`config.mk`:
```
export PLATFORM = sky130hd
export DESIGN_NAME = cart_mem_arb_flat
export DESIGN_NICKNAME = d
export VERILOG_FILES = /design/src/rtl/cart_mem_arb_if.sv /design/src/rtl/cart_mem_arb.sv /design/src/flat_wrapper.sv
export SDC_FILE = /design/constraint.sdc
export NUM_CORES = 1
export LEC_CHECK = 0
export CORE_MARGIN = 2
export CORE_UTILIZATION = 44
export CTS_BUF_LIST = sky130_fd_sc_hd__clkbuf_4 sky130_fd_sc_hd__clkbuf_8
export CTS_CLUSTER_SIZE = 14
export DETAILED_ROUTE_END_ITERATION = 8
export HOLD_SLACK_MARGIN = 0.1
export PLACE_DENSITY = 0.79
export SETUP_SLACK_MARGIN = 0.05
export SYNTH_ARGS = -nofsm -noshare
export SYNTH_HDL_FRONTEND = slang
export SYNTH_SLANG_ARGS = --single-unit
```
`constraint.sdc`:
```
create_clock -name clk_i -period 2.1 [get_ports clk_i]
set_clock_uncertainty 0.05 [all_clocks]
set_input_delay 0.315 -clock clk_i [delete_from_list [all_inputs] [get_ports clk_i]]
set_output_delay 0.315 -clock clk_i [all_outputs]
set_load 0.05 [all_outputs]
```
`src/rtl/cart_mem_arb_if.sv`:
```
// Bus bundle for cart_mem_arb: download stream, core read handshake and the
// single cartridge memory port. The arbiter uses the slave view.
interface cart_mem_arb_if #(
  parameter int ADDR_W = 15
);
  logic              dl_active;
  logic              dl_wr;
  logic [7:0]        dl_data;
  logic              cpu_req;
  logic [ADDR_W-1:0] cpu_addr;
  logic              cpu_ack;
  logic [7:0]        cpu_data;
  logic [ADDR_W-1:0] mem_addr;
  logic [7:0]        mem_wdata;
  logic              mem_we;
  logic [7:0]        mem_rdata;

  modport slave (
    input  dl_active, dl_wr, dl_data, cpu_req, cpu_addr, mem_rdata,
    output cpu_ack, cpu_data, mem_addr, mem_wdata, mem_we
  );

  modport master (
    output dl_active, dl_wr, dl_data, cpu_req, cpu_addr, mem_rdata,
    input  cpu_ack, cpu_data, mem_addr, mem_wdata, mem_we
  );
endinterface

```
`src/rtl/cart_mem_arb.sv`:
```
// Shares one cartridge memory port between ROM download writes and core reads,
// holds the emulated core in reset around downloads and mirrors reads to ROM size.
module cart_mem_arb #(
  parameter int HOLD_CYC = 16,
  parameter int ADDR_W   = 15
) (
  input  logic            clk_i,
  input  logic            reset_i,
  cart_mem_arb_if.slave   bus,
  output logic            core_reset_o,
  output logic [ADDR_W:0] rom_size_o,
  output logic            dl_overflow_o
);

  localparam int HCW = (HOLD_CYC > 1) ? $clog2(HOLD_CYC) : 1;
  localparam logic [HCW-1:0]  HOLD_LAST = HCW'(HOLD_CYC - 1);
  localparam logic [ADDR_W:0] ROM_MAX   = {1'b1, {ADDR_W{1'b0}}};

  typedef enum logic [1:0] {
    ST_HOLD = 2'd0,
    ST_RUN  = 2'd1,
    ST_LOAD = 2'd2
  } state_e;

  state_e            state_q, state_d;
  logic [HCW-1:0]    hold_cnt_q, hold_cnt_d;
  logic [ADDR_W:0]   wr_cnt_q, wr_cnt_d;
  logic              ovf_q, ovf_d;
  logic [ADDR_W-1:0] mask_q, mask_d;
  logic [ADDR_W-1:0] mem_addr_q, mem_addr_d;
  logic [7:0]        mem_wdata_q, mem_wdata_d;
  logic              mem_we_q, mem_we_d;
  logic              rd_pend_q, rd_pend_d;
  logic              ack_q, ack_d;
  logic              core_reset_q, core_reset_d;

  // Smallest mirror window covering the loaded image; an empty image maps as 4 KiB.
  function automatic logic [ADDR_W-1:0] mirror_mask(input logic [ADDR_W:0] size);
    logic [ADDR_W-1:0] m;
    if (size == '0) begin
      m = ADDR_W'(16'h0FFF);
    end else if (size <= (ADDR_W+1)'(32'd2048)) begin
      m = ADDR_W'(16'h07FF);
    end else if (size <= (ADDR_W+1)'(32'd4096)) begin
      m = ADDR_W'(16'h0FFF);
    end else if (size <= (ADDR_W+1)'(32'd8192)) begin
      m = ADDR_W'(16'h1FFF);
    end else if (size <= (ADDR_W+1)'(32'd16384)) begin
      m = ADDR_W'(16'h3FFF);
    end else begin
      m = ADDR_W'(16'h7FFF);
    end
    return m;
  endfunction

  // Next-state and datapath decisions for the HOLD/RUN/LOAD controller.
  always_comb begin
    state_d     = state_q;
    hold_cnt_d  = hold_cnt_q;
    wr_cnt_d    = wr_cnt_q;
    ovf_d       = ovf_q;
    mask_d      = mask_q;
    mem_addr_d  = mem_addr_q;
    mem_wdata_d = mem_wdata_q;
    mem_we_d    = 1'b0;
    rd_pend_d   = 1'b0;
    ack_d       = 1'b0;

    case (state_q)
      ST_HOLD: begin
        if (bus.dl_active) begin
          state_d    = ST_LOAD;
          hold_cnt_d = '0;
          wr_cnt_d   = '0;
          ovf_d      = 1'b0;
        end else if (hold_cnt_q == HOLD_LAST) begin
          state_d    = ST_RUN;
          hold_cnt_d = '0;
        end else begin
          hold_cnt_d = hold_cnt_q + HCW'(1);
        end
      end

      ST_RUN: begin
        // A read accepted last cycle completes even if a download is starting.
        ack_d = rd_pend_q;
        if (bus.dl_active && !rd_pend_q) begin
          state_d  = ST_LOAD;
          wr_cnt_d = '0;
          ovf_d    = 1'b0;
        end else if (bus.cpu_req && !rd_pend_q && !ack_q && !bus.dl_active) begin
          rd_pend_d  = 1'b1;
          mem_addr_d = bus.cpu_addr & mask_q;
        end else begin
          rd_pend_d = 1'b0;
        end
      end

      ST_LOAD: begin
        if (bus.dl_wr) begin
          if (wr_cnt_q != ROM_MAX) begin
            mem_we_d    = 1'b1;
            mem_addr_d  = wr_cnt_q[ADDR_W-1:0];
            mem_wdata_d = bus.dl_data;
            wr_cnt_d    = wr_cnt_q + (ADDR_W+1)'(1);
          end else begin
            ovf_d = 1'b1;
          end
        end else begin
          mem_we_d = 1'b0;
        end
        if (!bus.dl_active) begin
          state_d    = ST_HOLD;
          hold_cnt_d = '0;
          mask_d     = mirror_mask(wr_cnt_d);
        end else begin
          state_d = ST_LOAD;
        end
      end

      default: begin
        state_d    = ST_HOLD;
        hold_cnt_d = '0;
      end
    endcase

    core_reset_d = (state_d != ST_RUN);
  end

  // State and output registers with synchronous reset.
  always_ff @(posedge clk_i) begin
    if (reset_i) begin
      state_q      <= ST_HOLD;
      hold_cnt_q   <= '0;
      wr_cnt_q     <= '0;
      ovf_q        <= 1'b0;
      mask_q       <= ADDR_W'(16'h0FFF);
      mem_addr_q   <= '0;
      mem_wdata_q  <= 8'h00;
      mem_we_q     <= 1'b0;
      rd_pend_q    <= 1'b0;
      ack_q        <= 1'b0;
      core_reset_q <= 1'b1;
    end else begin
      state_q      <= state_d;
      hold_cnt_q   <= hold_cnt_d;
      wr_cnt_q     <= wr_cnt_d;
      ovf_q        <= ovf_d;
      mask_q       <= mask_d;
      mem_addr_q   <= mem_addr_d;
      mem_wdata_q  <= mem_wdata_d;
      mem_we_q     <= mem_we_d;
      rd_pend_q    <= rd_pend_d;
      ack_q        <= ack_d;
      core_reset_q <= core_reset_d;
    end
  end

  // Memory read data arrives in the ack cycle, so it is steered straight through.
  assign bus.cpu_ack    = ack_q;
  assign bus.cpu_data   = ack_q ? bus.mem_rdata : 8'h00;
  assign bus.mem_addr   = mem_addr_q;
  assign bus.mem_wdata  = mem_wdata_q;
  assign bus.mem_we     = mem_we_q;
  assign core_reset_o   = core_reset_q;
  assign rom_size_o     = wr_cnt_q;
  assign dl_overflow_o  = ovf_q;

endmodule

```
`src/flat_wrapper.sv`:
```
// flat-port wrapper written by rule: the top's interface ports become plain ports
module cart_mem_arb_flat 
#(
  parameter int HOLD_CYC = 16,
  parameter int ADDR_W   = 15
)
  (clk_i, reset_i, core_reset_o, rom_size_o, dl_overflow_o, bus_dl_active, bus_dl_wr, bus_dl_data, bus_cpu_req, bus_cpu_addr, bus_mem_rdata, bus_cpu_ack, bus_cpu_data, bus_mem_addr, bus_mem_wdata, bus_mem_we);
  cart_mem_arb_if #(.ADDR_W(ADDR_W)) bus_i ();
  input  logic clk_i;
  input  logic reset_i;
  output logic core_reset_o;
  output logic [ADDR_W:0] rom_size_o;
  output logic dl_overflow_o;
  input wire logic [$bits(bus_i.dl_active)-1:0] bus_dl_active;
  input wire logic [$bits(bus_i.dl_wr)-1:0] bus_dl_wr;
  input wire logic [$bits(bus_i.dl_data)-1:0] bus_dl_data;
  input wire logic [$bits(bus_i.cpu_req)-1:0] bus_cpu_req;
  input wire logic [$bits(bus_i.cpu_addr)-1:0] bus_cpu_addr;
  input wire logic [$bits(bus_i.mem_rdata)-1:0] bus_mem_rdata;
  output wire logic [$bits(bus_i.cpu_ack)-1:0] bus_cpu_ack;
  output wire logic [$bits(bus_i.cpu_data)-1:0] bus_cpu_data;
  output wire logic [$bits(bus_i.mem_addr)-1:0] bus_mem_addr;
  output wire logic [$bits(bus_i.mem_wdata)-1:0] bus_mem_wdata;
  output wire logic [$bits(bus_i.mem_we)-1:0] bus_mem_we;
  assign bus_i.dl_active = bus_dl_active;
  assign bus_i.dl_wr = bus_dl_wr;
  assign bus_i.dl_data = bus_dl_data;
  assign bus_i.cpu_req = bus_cpu_req;
  assign bus_i.cpu_addr = bus_cpu_addr;
  assign bus_i.mem_rdata = bus_mem_rdata;
  assign bus_cpu_ack = bus_i.cpu_ack;
  assign bus_cpu_data = bus_i.cpu_data;
  assign bus_mem_addr = bus_i.mem_addr;
  assign bus_mem_wdata = bus_i.mem_wdata;
  assign bus_mem_we = bus_i.mem_we;
  cart_mem_arb #(.HOLD_CYC(HOLD_CYC), .ADDR_W(ADDR_W)) u_core (.clk_i(clk_i), .reset_i(reset_i), .bus(bus_i), .core_reset_o(core_reset_o), .rom_size_o(rom_size_o), .dl_overflow_o(dl_overflow_o));
endmodule
```
# Yosys cells after proc, flatten, opt, wreduce, memory -nomap -nowiden
# Index checks and enable logic that the tools add are counted.
# Widths: inputs -> output; s select.
# totals
ff_bits	65
# op_classes
addsub	2
order_cmp	4
eq_ne	13
mux	33
n_bitwise	5
reduce_logical	20
# op_table
operator	n
$mux 15	9
$mux 16	5
$pmux 16 s3	1
$pmux 15 s2	1
$add 16x1->16 const B	1
$le 16x12->1 const B	1
$le 16x13->1 const B	1
$le 16x14->1 const B	1
$le 16x15->1 const B	1
$logic_not 16->1	1
$ne 16x16->1 const B	1
$and 15x15->15	1
$mux 4	3
$pmux 4 s3	1
$ne 2x2->1 const B	5
$reduce_and 5->1	2
$mux 2	4
$mux 8	1
$ne 2x1->1 const B	4
$mux 1	6
$pmux 2 s3	1
$reduce_and 3->1	2
$reduce_or 3->1	2
$add 4x1->4 const B	1
other kinds (12)	21

# Depth between registers and ports, before layout
# Gate-level depths: netlist (run 1).
# depth
ltp_word	10
depth_mapped	10
ltp_nobuf	9

# Worst setup path before layout (run 1)
# OpenSTA, ideal clock, no wires.
# synth_path
kind	flip-flop to flip-flop
start	register u_core.wr_cnt_q[0], in the netlist u_core.rom_size_o[0]
end	register u_core.mask_q[14]
setup_time_ns	0.126
t_arrival_ns	2.530
setup_slack_ns	-0.606
path_stages_with_launch	10
n_path_buf	1
synth_period_minus_slack_ns	2.706
cell_sequence	dfxtp_1 -> ha_1 -> clkbuf_1 -> nand3_1 -> nor3_1 -> xor2_1 -> a2111oi_4 -> nand3_2 -> nor4_2 -> o41ai_1
# synth_between
elab_chain_len	10
# synth_rtl
item	line	text
start, declared	cart_mem_arb.sv:27	logic [ADDR_W:0] wr_cnt_q, wr_cnt_d;
start signal, assigned	cart_mem_arb.sv:147	wr_cnt_q <= wr_cnt_d;
$add 16x1->16 / $ne 16x16->1 (equally long branches)	cart_mem_arb.sv:105, cart_mem_arb.sv:101	
$mux 16	cart_mem_arb.sv:101	if (wr_cnt_q != ROM_MAX) begin
$mux 16 *	cart_mem_arb.sv:100	if (bus.dl_wr) begin
$mux 16 *	cart_mem_arb.sv:69	case (state_q)
$le 16x15->1	cart_mem_arb.sv:48	end else if (size <= (ADDR_W+1)'(32'd16384)) begin
$mux 15	cart_mem_arb.sv:48	
$mux 15	cart_mem_arb.sv:46	end else if (size <= (ADDR_W+1)'(32'd8192)) begin
$mux 15	cart_mem_arb.sv:44	end else if (size <= (ADDR_W+1)'(32'd4096)) begin
$mux 15	cart_mem_arb.sv:42	end else if (size <= (ADDR_W+1)'(32'd2048)) begin
$mux 15 *	cart_mem_arb.sv:40	if (size == '0) begin
end signal, assigned	cart_mem_arb.sv:137	mask_q <= ADDR_W'(16'h0FFF);
end signal, assigned	cart_mem_arb.sv:149	mask_q <= mask_d;
end, declared	cart_mem_arb.sv:29	logic [ADDR_W-1:0] mask_q, mask_d;
# Every way passes the cells marked *; elsewhere a longest branch is shown, timed or not. The select of a mux whose other input is x is not followed.
# A chain may end at the register's enable or synchronous reset.

# Worst setup path after layout (run 1)
# layout_path
start	register u_core.wr_cnt_q[1], in the netlist u_core.rom_size_o[1]
end	register u_core.mask_q[13]
# layout_between
elab_chain_len	9
# layout_rtl
item	line
$add 16x1->16 / $ne 16x16->1 (equally long branches)	cart_mem_arb.sv:105, cart_mem_arb.sv:101
$mux 16	cart_mem_arb.sv:101
$mux 16 *	cart_mem_arb.sv:100
$mux 16 *	cart_mem_arb.sv:69
$le 16x14->1	cart_mem_arb.sv:46
$mux 15	cart_mem_arb.sv:46
$mux 15	cart_mem_arb.sv:44
$mux 15	cart_mem_arb.sv:42
$mux 15 *	cart_mem_arb.sv:40
# Marked as above.

==> results of run 1 <==
-- metal layers --
layer	part of all wire [%]	vias to the layer above	GRT usage [%]
met5	0	-	0
met3	5.4	16	4.139
li1	-	1580	-
met4	1.9	0	7.648
met1	44	1492	32.94
met2	49	125	41.30
-- final cells by class --
cell class / instances / area [um2]
clock buffers: 6 / 76.32
clock inverters: 2 / 37.54
fillers: 492 / 1754
inverters: 10 / 42.54
multi-input cells: 277 / 1808
flip-flops and latches: 54 / 1124
well taps: 77 / 96.34
repair buffers: 152 / 1484
-- power by group --
part           switching [mW]  internal [mW]  leakage (nW)
registers              0.0169           1.04         0.449
clock network           0.355          0.369        0.0548
logic                   0.229          0.180          1.29
total                   0.601           1.59          1.79
-- flip-flops by register name, indices dropped and copies added (netlist names) --
| signal | count |
|---|---|
| u_core.core_reset_o | 1 |
| u_core.mask_q | 4 |
| u_core.hold_cnt_q | 4 |
| u_core.rom_size_o | 16 |
| u_core.bus.mem_wdata | 8 |
| u_core.state_q | 2 |
| u_core.rd_pend_q | 1 |
| u_core.bus.mem_addr | 15 |
| u_core.bus.mem_we | 1 |
| u_core.bus.cpu_ack | 1 |
| u_core.dl_overflow_o | 1 |
-- critical path: stages, from the launching register on --
cell and delay, ns:
dfxtp_4 0.39, inv_4 0.07, ha_4 0.12, nor4b_4 0.20
and4_4 0.32, buf_6 0.12, nor4_4 0.03, xor2_2 0.15
nor2_2 0.23, nand2_1 0.09, o31a_1 0.30
-- cell families (layout without fill, tap and decap cells) --
logic type                 count (synthesis)  in the layout
and+or+nand+nor                          181            181
AOI/OAI and AO/OA                         83             83
xor gates and xnor gates                  10             10
buffers and inverters                     41            170
DFF                                       54             54
adders and majority gates                  3              3
-- what timing repair did --
| item | in CTS | in global routing |
|---|---|---|
| gates cloned | 0 | 1 |
| gates resized for setup | 14 | 23 |
| setup endpoints to repair | 18 | 30 |
| buffers inserted | 3 | 3 |
| pin swaps | 9 | 11 |
-- cells in the final DEF, fill, tap and decap left out, types with 9 or more instances in the layout --
cell,instances
a21oi_1,21
o21ai_0,11
nand4_1,10
clkdlybuf4s50_1,69
dfxtp_1,38
buf_12,9
a311oi_1,20
dfxtp_4,9
nor2_1,48
and2_1,10
nand2_1,62
buf_4,59
-- metrics by stage --
stage                     utilization, %  std cells  hold WS (ns)
after floorplan                        -        372        0.4010
after global placement             67.95        564        0.3903
after detailed placement           67.95        564        0.3957
after CTS                          70.70        575        0.4103
after global routing               72.69        578        0.4282
final                              72.69        578        0.4074
-- how the worst min path moves through the flow --
stage	cells past startpoint	start	endpoint
after floorplan	2	bus_dl_data[0]	u_core.bus.mem_wdata[0]$_SDFFE_PP0P_
after global placement	2	u_core.bus.mem_wdata[6]$_SDFFE_PP0P_	u_core.bus.mem_wdata[6]$_SDFFE_PP0P_
after detailed placement	2	u_core.bus.mem_wdata[3]$_SDFFE_PP0P_	u_core.bus.mem_wdata[3]$_SDFFE_PP0P_
after CTS	2	u_core.bus.mem_wdata[3]$_SDFFE_PP0P_	u_core.bus.mem_wdata[3]$_SDFFE_PP0P_
after global routing	2	u_core.bus.mem_wdata[3]$_SDFFE_PP0P_	u_core.bus.mem_wdata[3]$_SDFFE_PP0P_
final	2	u_core.bus.mem_wdata[3]$_SDFFE_PP0P_	u_core.bus.mem_wdata[3]$_SDFFE_PP0P_
==> run metrics, run 1 <==
Pwr Total 2.191 mW; VDD IR-drop max 0.2837 mV; reg2reg start u_core.rom_size_o[1]$_SDFFE_PP0P_; register area share after synthesis 36.61%; Port Buf Inserts 86; hold_buf cts 0; vias per cell 5.559; Post-Syn Instances 372; Top Ports 87; # clock sinks 54; Synthesized Nets 411; row count 29; dpl hpwl 6682 um; worst setup path class flip-flop to flip-flop; leakage 1.795 nW; Synth Area in Simple Gates 30.47%; area of the mapped netlist 2953 um2; part of the cycle the worst path needs 103.8%; required time worst endpoint 2.27 ns; Setup WS post-layout -0.07913 ns; worst slew pin tran 0.6614 ns; CP Launch Point u_core.rom_size_o[1]$_SDFFE_PP0P_; worst r2r path cells 10; XOR/XNOR Fraction of Synth Area 2.966%; # Max-Cap Violations 0; Primary FF master, synth dfxtp_1; CTS tree yes; unrepaired setup endpoints after global routing true; YS warnings 0; post-DR wirelength/cell 16.12 um; Synth area leader dfxtp_1; post-synth cell types 51; antenna-violating nets left 0; clk buf depth 2; GRT Util Overall 24.84%; Final Setup Violations 5; Power Density 469.3 nW/um2; Yosys top cell area share 36.61%; most common library cells after synthesis nand2_1, dfxtp_1, nor2_1; Synth Area in Compound Gates 20.04%; Layout Area Growth over Synthesis 58.09%; Antenna diodes 0; top-count cell post-synth nand2_1; status finished, violations left; die area 7382 um2; Syn Area/Cell 7.938 um2; Worst R2R Setup Slack -0.08 ns; Vias 3213; Die X 85.92 um; TritonCTS buffer count 5; RD Place Congestion 0.8827; Hold WC Path Type flip-flop to flip-flop; drt pass-1 iters 4; FF-to-FF End u_core.mask_q[13]$_SDFFE_PP0P_; Worst setup SP type flip-flop; Post-DP Area 4364 um2; initial detailed-routing violation count 190; synth top area cells dfxtp_1, nand2_1, a311oi_1; violated checks setup timing; Max Freq 458.9 MHz; Post-Synth Adder-Cell Area 1.271%; crit path DAT 2.35 ns; Worst slew margin 55.91%; first-pass GRT wire length 14770 um; Residual DRC 0; sum of negative setup slack -0.1667 ns; min Tclk post-route 2.179 ns; Post-synth EDFFs 0; H-tree Lvls 2; Final Hold Fails 0; core box area 6422 um2; Setup crit end u_core.mask_q[13]$_SDFFE_PP0P_; vias in the first global route 3036; Async S/R FF share, synth 0%; Worst setup EP type flip-flop; fin area 4668 um2; DIE HEIGHT 85.92 um; CTS Root Cell clkbuf_8; layout cells sized above 1 27.74%; starting density of the core 45.98%; flop and latch count out of synthesis 54; largest family of logic cells by synthesized area simple AND/OR/NAND/NOR gates; Post-Place Setup Slack -0.4167 ns; initial antenna violation count 0; WL final 9318 um; global-route congestion overflow total 0; fin nets 539; Slew Limit Fails 0; largest net degree at the start of global routing 35; Max FO, Critical Path 5; clk slew on worst S/H paths 0.10 ns; multiplexer share of the synthesized area 0%; worst skew pair latency 0.32 ns
(Power assumes the default switching activity.)
==> run 2: changes to the inputs <==
--- a/config.mk
+++ b/config.mk
@@ -5,10 +5,9 @@
 export SDC_FILE = /design/constraint.sdc
 export NUM_CORES = 1
 export LEC_CHECK = 0
-export CORE_MARGIN = 2
 export CORE_UTILIZATION = 44
 export CTS_BUF_LIST = sky130_fd_sc_hd__clkbuf_4 sky130_fd_sc_hd__clkbuf_8
-export CTS_CLUSTER_SIZE = 14
+export CTS_CLUSTER_SIZE = 10
 export DETAILED_ROUTE_END_ITERATION = 8
 export HOLD_SLACK_MARGIN = 0.1
 export PLACE_DENSITY = 0.79
==> run metrics, run 2 (same netlist as run 1, synthesis figures left out) <==
worst slew pin tran 0.7675 ns (+0.1061 ns); vias in the first global route 3255 (+7.2%); clk slew on worst S/H paths 0.10 ns (about the same); Max Freq 453.2 MHz (-1.2%); status finished, violations left; Layout Area Growth over Synthesis 59.83%; final core utilization 73.49% (+0.80 points); Hold WC Path Type flip-flop to flip-flop; core box area 6422 um2 (unchanged); die area 7043 um2 (-4.6%); # clock sinks 54 (unchanged); dpl hpwl 6564 um (-1.8%); Final Hold Fails 0 (unchanged); switching share of power 27.33% (-0.12 points); Largest register FFs 16 (unchanged); layout cells sized above 1 28.08% (+0.34 points); Fin Hold WS 0.4058 ns (-0.001561 ns); P_sw 0.6061 mW (+0.80%); Vias 3401 (+5.9%); min Tclk post-route 2.207 ns (+0.02757 ns); fin area 4720 um2 (+1.1%); TritonCTS buffer count 5 (unchanged); row count 29 (unchanged); largest net degree at the start of global routing 36 (+2.9%); first-pass GRT wire length 15680 um (+6.1%); Worst setup SP type primary input; starting density of the core 45.98% (unchanged); post-DR wirelength/cell 17.30 um (+7.3%); initial detailed-routing violation count 252 (+33%); RD Place Congestion 0.9266 (+5.0%); Residual DRC 19 (+19); Die X 83.92 um (-2.3%); Top Ports 87 (unchanged); fin nets 533 (-1.1%); crit path DAT 2.37 ns (+0.02 ns); worst setup path class primary input to flip-flop; clk buf depth 2 (unchanged); Post-DP Area 4334 um2 (-0.69%); layout filler cell count 446 (-9.3%); Worst R2R Setup Slack -0.09 ns (about the same); Antenna diodes 0 (unchanged); hold_buf cts 0 (unchanged); worst skew pair latency 0.32 ns (about the same); H-tree Lvls 2 (unchanged); CTS Root Cell clkbuf_8; Worst slew margin 48.84% (-7.1 points); Setup WS post-layout -0.1067 ns (-0.02757 ns); required time worst endpoint 2.27 ns (about the same); GRT Util Overall 27.46% (+2.6 points); Slew Limit Fails 0 (unchanged); CTS tree yes; unrepaired setup endpoints after global routing true; global-route congestion overflow total 0 (unchanged); sum of negative setup slack -0.2976 ns (-0.1310 ns); Power Density 470.0 nW/um2 (+0.14%); VDD IR-drop max 0.3684 mV (+30%); Clock Power Share 33.0% (about the same); Final Setup Violations 6 (+1); Port Buf Inserts 86 (unchanged); drt pass-1 iters 7 (+3); most frequent cells in the layout nand2_1, clkdlybuf4s50_1, buf_4; combinational power share 19.3% (+0.6 points); antenna-violating nets left 0 (unchanged); Post-Place Setup Slack -0.3510 ns (+0.06567 ns); WL final 9898 um (+6.2%); violated checks DRC, setup timing; leakage 1.866 nW (+3.9%); initial antenna violation count 0 (unchanged); Max FO, Critical Path 5 (unchanged); part of the cycle the worst path needs 105.1% (+1.3 points); internal power 1.612 mW (+1.4%); DIE HEIGHT 83.92 um (-2.3%); Worst setup EP type flip-flop; vias per cell 5.946 (+7.0%); # Max-Cap Violations 0 (unchanged); Flop pwr share 47.7% (-0.6 points)
[run 2: what timing repair did]
item                                    in CTS  in global routing
buffers inserted                             2                  1
resized for setup                           24                 24
cloned                                       2                  0
endpoints found under the setup margin      17                 41
pin swaps                                    9                 14
[run 2: layout make-up]
type / instances / area, um2 / share of cell area [%]
flip-flops and latches: 54 / 1124 / 23.81
clock buffers: 7 / 83.83 / 1.776
multi-input cells: 277 / 1881 / 39.85
inverters: 10 / 42.54 / 0.9014
repair buffers: 146 / 1463 / 30.99
clock inverters: 1 / 30.03 / 0.6363
well taps: 77 / 96.34 / 2.041
[run 2: stage by stage]
step	instances	power [mW]
after CTS	572	2.214
after global routing	572	2.305
after global placement	560	1.457
final	572	2.218
after floorplan	372	1.296
after detailed placement	560	1.465
[run 2: worst paths after layout]
check / depth (start not counted) / end / startpoint
min reg2reg: 2 / u_core.bus.mem_wdata[6]$_SDFFE_PP0P_ / u_core.bus.mem_wdata[6]$_SDFFE_PP0P_
max reg2reg: 6 / u_core.mask_q[13]$_SDFFE_PP0P_ / u_core.rom_size_o[9]$_SDFFE_PP0P_
min: 2 / u_core.bus.mem_wdata[6]$_SDFFE_PP0P_ / u_core.bus.mem_wdata[6]$_SDFFE_PP0P_
max: 8 / u_core.mask_q[13]$_SDFFE_PP0P_ / bus_dl_wr
[run 2: worst max-delay path: stages]
cell	delay [ns]
clkdlybuf4s50_1	0.55
buf_4	0.18
nand3_1	0.09
nor3_2	0.22
xor2_1	0.13
a2111oi_4	0.39
nand3_2	0.17
o31a_1	0.31
[run 2: power by group through the flow]
stage / sequential [mW] / clock (mW) / combinational (mW)
2_1_floorplan: 1.16 / 0 / 0.139
3_3_place_gp: 1.08 / 0 / 0.377
4_1_cts: 1.06 / 0.742 / 0.414
5_1_grt: 1.06 / 0.790 / 0.452
3_5_place_dp: 1.08 / 0 / 0.383
6_report: 1.06 / 0.732 / 0.428
[run 2: routing by layer]
| layer | vias to the layer above | share of wire, % | GRT usage, % |
|---|---|---|---|
| li1 | 1567 | - | - |
| met4 | 0 | 3.5 | 10.03 |
| met5 | - | 0 | 0 |
| met3 | 40 | 7.5 | 5.539 |
| met2 | 183 | 48 | 48.14 |
| met1 | 1611 | 41 | 33.07 |
==> run 3: changes to the inputs <==
--- a/config.mk
+++ b/config.mk
@@ -9,6 +9,7 @@
 export CTS_BUF_LIST = sky130_fd_sc_hd__clkbuf_4 sky130_fd_sc_hd__clkbuf_8
 export CTS_CLUSTER_SIZE = 10
 export DETAILED_ROUTE_END_ITERATION = 8
+export GPL_TIMING_DRIVEN = 0
 export HOLD_SLACK_MARGIN = 0.1
 export PLACE_DENSITY = 0.79
 export SETUP_SLACK_MARGIN = 0.05
==> run metrics, run 3 (same netlist as run 1, synthesis figures left out) <==
fin nets 535 (+0.38%); Antenna diodes 0 (unchanged); Top Ports 87 (unchanged); Setup crit end u_core.mask_q[13]$_SDFFE_PP0P_; Hold WC Path Type primary input to flip-flop; dpl hpwl 6578 um (+0.23%); clk buf depth 2 (unchanged); required time worst endpoint 2.26 ns (about the same); worst r2r path cells 8 (+2); drt pass-1 iters 8 (+1); Max FO, Critical Path 8 (+3); WL final 10100 um (+2.0%); initial detailed-routing violation count 412 (+63%); Port Buf Inserts 85 (-1.2%); met1 GRT Util 32.90% (-0.16 points); most frequent cells in the layout clkdlybuf4s50_1, nand2_1, dfxtp_1; GR met3 Demand/Resource 5.737% (+0.20 points); layout cells sized above 1 29.38% (+1.3 points); row count 29 (unchanged); Worst setup SP type flip-flop; first-pass GRT wire length 14880 um (-5.1%); Worst slew margin 49.73% (+0.90 points); vias in the first global route 3011 (-7.5%); DIE HEIGHT 83.92 um (unchanged); GR peak layer met2; worst slew pin tran 0.7540 ns (-0.01345 ns); antenna-violating nets left 0 (unchanged); Final Hold Fails 0 (unchanged); Setup WS post-layout -0.2210 ns (-0.1143 ns); H-tree Lvls 2 (unchanged); vias per cell 5.840 (-1.8%); largest net degree at the start of global routing 17 (-53%); part of the cycle the worst path needs 110.5% (+5.4 points); Residual DRC 18 (-1); Pwr Total 2.243 mW (+1.1%); GRT Util Overall 26.65% (-0.81 points); violated checks DRC, setup timing; die area 7043 um2 (unchanged); starting density of the core 45.98% (unchanged); Max Freq 430.9 MHz (-4.9%); layout filler cell count 449 (+0.67%); Largest register FFs 16 (unchanged); Power Density 467.9 nW/um2 (-0.44%); worst setup path class flip-flop to flip-flop; reg2reg start u_core.rom_size_o[6]$_SDFFE_PP0P_; unrepaired setup endpoints after global routing true; register area 1124 um2 (unchanged); hold_buf cts 0 (unchanged); Multi-input gate area 1989 um2 (+5.8%); post-DR wirelength/cell 17.60 um (+1.7%); TritonCTS buffer count 5 (unchanged); Die X 83.92 um (unchanged); Vias 3352 (-1.4%); initial antenna violation count 0 (unchanged); # Max-Cap Violations 0 (unchanged); met2 usage 45.08% (-3.1 points); leakage 1.816 nW (-2.7%); final core utilization 74.65% (+1.2 points); Layout Area Growth over Synthesis 62.37%; Final Setup Violations 7 (+1); core box area 6422 um2 (unchanged); FF-to-FF End u_core.mask_q[13]$_SDFFE_PP0P_; Slew Limit Fails 0 (unchanged); CTS Root Cell clkbuf_8; Worst R2R Setup Slack -0.22 ns (-0.13 ns); worst skew pair latency 0.32 ns (about the same); status finished, violations left; most common cell after layout, fill and taps aside clkdlybuf4s50_1; CTS tree yes; # clock sinks 54 (unchanged); CP Launch Point u_core.rom_size_o[6]$_SDFFE_PP0P_; VDD IR-drop max 0.3522 mV (-4.4%); min Tclk post-route 2.321 ns (+0.1143 ns); RD Place Congestion 0.9197 (-0.74%); Worst setup EP type flip-flop; clk slew on worst S/H paths 0.11 ns (about the same); global-route congestion overflow total 0 (unchanged); crit path DAT 2.48 ns (+0.11 ns)
## run 3: cell count changes in the layout (fill, tap and decap cells not counted), sizes merged
cell,delta
dlymetal6s2s,-3
dlygate4sd2,+6
buf,-25
clkbuf,+19
clkdlybuf4s50,+6
bufbuf,-1
## run 3: area by class of cell
cell class	count	share of cell area (%)
well taps	77	2.009
clock inverters	1	0.6263
flip-flops and latches	54	23.43
clock buffers	7	1.879
plain buffers	30	5.715
inverters	10	0.8873
repair buffers	118	23.96
multi-input cells	277	41.49
## run 3: worst min path at each step
stage | from | to | slack, ns | depth (start not counted)
2_1_floorplan | bus_dl_data[0] | u_core.bus.mem_wdata[0]$_SDFFE_PP0P_ | 0.40 | 2
3_3_place_gp | u_core.bus.mem_wdata[3]$_SDFFE_PP0P_ | u_core.bus.mem_wdata[3]$_SDFFE_PP0P_ | 0.39 | 2
3_5_place_dp | u_core.bus.mem_wdata[1]$_SDFFE_PP0P_ | u_core.bus.mem_wdata[1]$_SDFFE_PP0P_ | 0.40 | 2
4_1_cts | reset_i | u_core.mask_q[14]$_SDFFE_PP0P_ | 0.22 | 2
5_1_grt | reset_i | u_core.mask_q[14]$_SDFFE_PP0P_ | 0.21 | 2
6_report | reset_i | u_core.mask_q[14]$_SDFFE_PP0P_ | 0.21 | 2
## run 3: critical path, stage by stage (launching register included)
cell	delay (ns)
dfxtp_4	0.37
buf_8	0.13
nand4_1	0.27
nor3_1	0.40
nor4b_4	0.36
xor2_2	0.14
nor2_4	0.16
nand2_1	0.07
o31a_1	0.28
## run 3: timing repair
action,in CTS,in global routing
gates cloned,0,3
buffers inserted,19,11
gates resized for setup,35,75
pin swaps,16,32
endpoints found under the setup margin,41,38
## run 3: layer usage
metal | vias to the layer above | share of wire (%)
li1 | 1572 | -
met1 | 1571 | 41
met2 | 186 | 49
met3 | 23 | 7.1
met4 | 0 | 2.3
met5 | - | 0
## run 3: stage by stage
stage	hold WS [ns]	setup WS (ns)	setup TNS, ns	instances	area (um2)
2_1_floorplan	0.4010	-0.04481	-0.06815	372	3100
3_3_place_gp	0.3906	-0.6169	-17.32	534	4048
3_5_place_dp	0.4022	-0.6429	-17.21	534	4048
4_1_cts	0.2179	-0.1402	-0.2830	561	4378
5_1_grt	0.2077	-0.3404	-1.680	574	4795
6_report	0.2112	-0.2210	-0.7103	574	4795
## run 3: power breakdown
part | switching (mW) | total (mW) | internal [mW]
logic | 0.249 | 0.437 | 0.187
registers | 0.0207 | 1.06 | 1.04
clock network | 0.343 | 0.746 | 0.402
==> RTL change: new RTL, config.mk and constraints of run 1 <==
`HOLD_CYC` is set to 16 in 2 places; all go to 64.
--- a/src/rtl/cart_mem_arb.sv
+++ b/src/rtl/cart_mem_arb.sv
@@ -3,3 +3,3 @@
 module cart_mem_arb #(
-  parameter int HOLD_CYC = 16,
+  parameter int HOLD_CYC = 64,
   parameter int ADDR_W   = 15
--- a/src/flat_wrapper.sv
+++ b/src/flat_wrapper.sv
@@ -3,3 +3,3 @@
 #(
-  parameter int HOLD_CYC = 16,
+  parameter int HOLD_CYC = 64,
   parameter int ADDR_W   = 15
Function: same outputs for any inputs over 4 cycles, from zero or initial values and one cycle with reset_i high; that may be too few to reach the edited logic, so the function may still have changed.
==> RTL change against run 1 <==
The run still ends with negative setup slack left; power down 1.2%; hold slack worse by 25 ps; routed wire length grew 7.7%; cell area shrank 0.11%; first-iteration DRC count is 130% higher; global-route usage is 0.31 points higher; utilization fell by 0.078 points; synthesized area rose by 0.21%; worst setup slack worse by 110 ps; sequential cell count rose by 2; non-clock buffer count decreased by 8; critical path depth shrank 1; critical path type unchanged; largest power group unchanged; highest routed layer unchanged.
==> RTL change: results (changes against run 1) <==
[detailed_routing]
first_iter_violations = 435  ; +130%
dr.pass1.iters = 5  ; +1
wl_um = 10000  ; +7.7%
vias = 3398  ; +5.8%

[worst_setup_path]
r2r-start = u_core.rom_size_o[6]
ff2ff_path_depth = 9  ; -1
cpMaxStageDelayCell = a41oi_1
crit_arrival_ps = 2490  ; +140 ps
crit_path_end = u_core.mask_q[12]

[global_routing]
grt_use_met1 = 0.314  ; -0.0151
first_global_vias = 3129  ; +3.1%
grt_max_degree = 32  ; -8.6%
grt_util_all_layers = 0.252  ; +0.00311
grt_pass1_wl_um = 14900  ; +0.80%

[power]
p_leak_nw = 1.83  ; +2.0%
peakVddDrop_v = 0.000296  ; +4.3%

[worst_hold_path]
worstHoldStart = reset_i
hold_class = input port to flop

[run_status]
violations = negative setup slack
status = finished with violations

[layout]
final_nets = 543  ; +0.74%
fillers = 478  ; -2.8%

[logic_synthesis]
synth_compound_area_frac = 0.192  ; -0.00803
postSynthNetCount = 422  ; +2.7%
synthDistinctLibCells = 52  ; +2.0%

[place]
dp_hpwl_um = 6850  ; +2.6%
dpl-instance-area_sq_um = 4390  ; +0.63%
place_inst = 562  ; -0.35%

[timing]
setup_ws_ps = -191  ; -112 ps
setup_viol = 4  ; -1
fin_tns_setup_ps = -639  ; -472 ps

[RTL change: cell types whose count changed in the layout (fill, tap and decap cells not counted), sizes merged, moves of 4 or more]
cell   change
nand3      +4
xnor2      +4
buf        -7
o21ai      +5
[RTL change: cell type report]
class                      instances  area (sq um)  area share
tap                               77          96.3      0.0207
clock inverter                     3          27.5     0.00590
inverter                          12          50.0      0.0107
sequential                        56          1170       0.251
clock buffer                       5          68.8      0.0148
multi-input combinational        285          1840       0.394
timing repair buffer             144          1410       0.302
[RTL change: where the power goes]
group,switching [mW],internal (mW)
combinational,0.246,0.182
clock,0.392,0.246
sequential,0.0203,1.08
[RTL change: metal layers]
layer	routed length, um	share of wire	up-vias
met3	720	0.072	28
met2	5160	0.51	177
met1	3880	0.39	1607
met5	0	0	-
li1	-	-	1586
met4	285	0.028	0
[RTL change: repair_timing]
action | in CTS | in global routing
setup buffers | 6 | 6
setup endpoints to repair | 9 | 19
pin swaps | 5 | 11
hold buffers | 0 | 0
gates resized for setup | 7 | 20
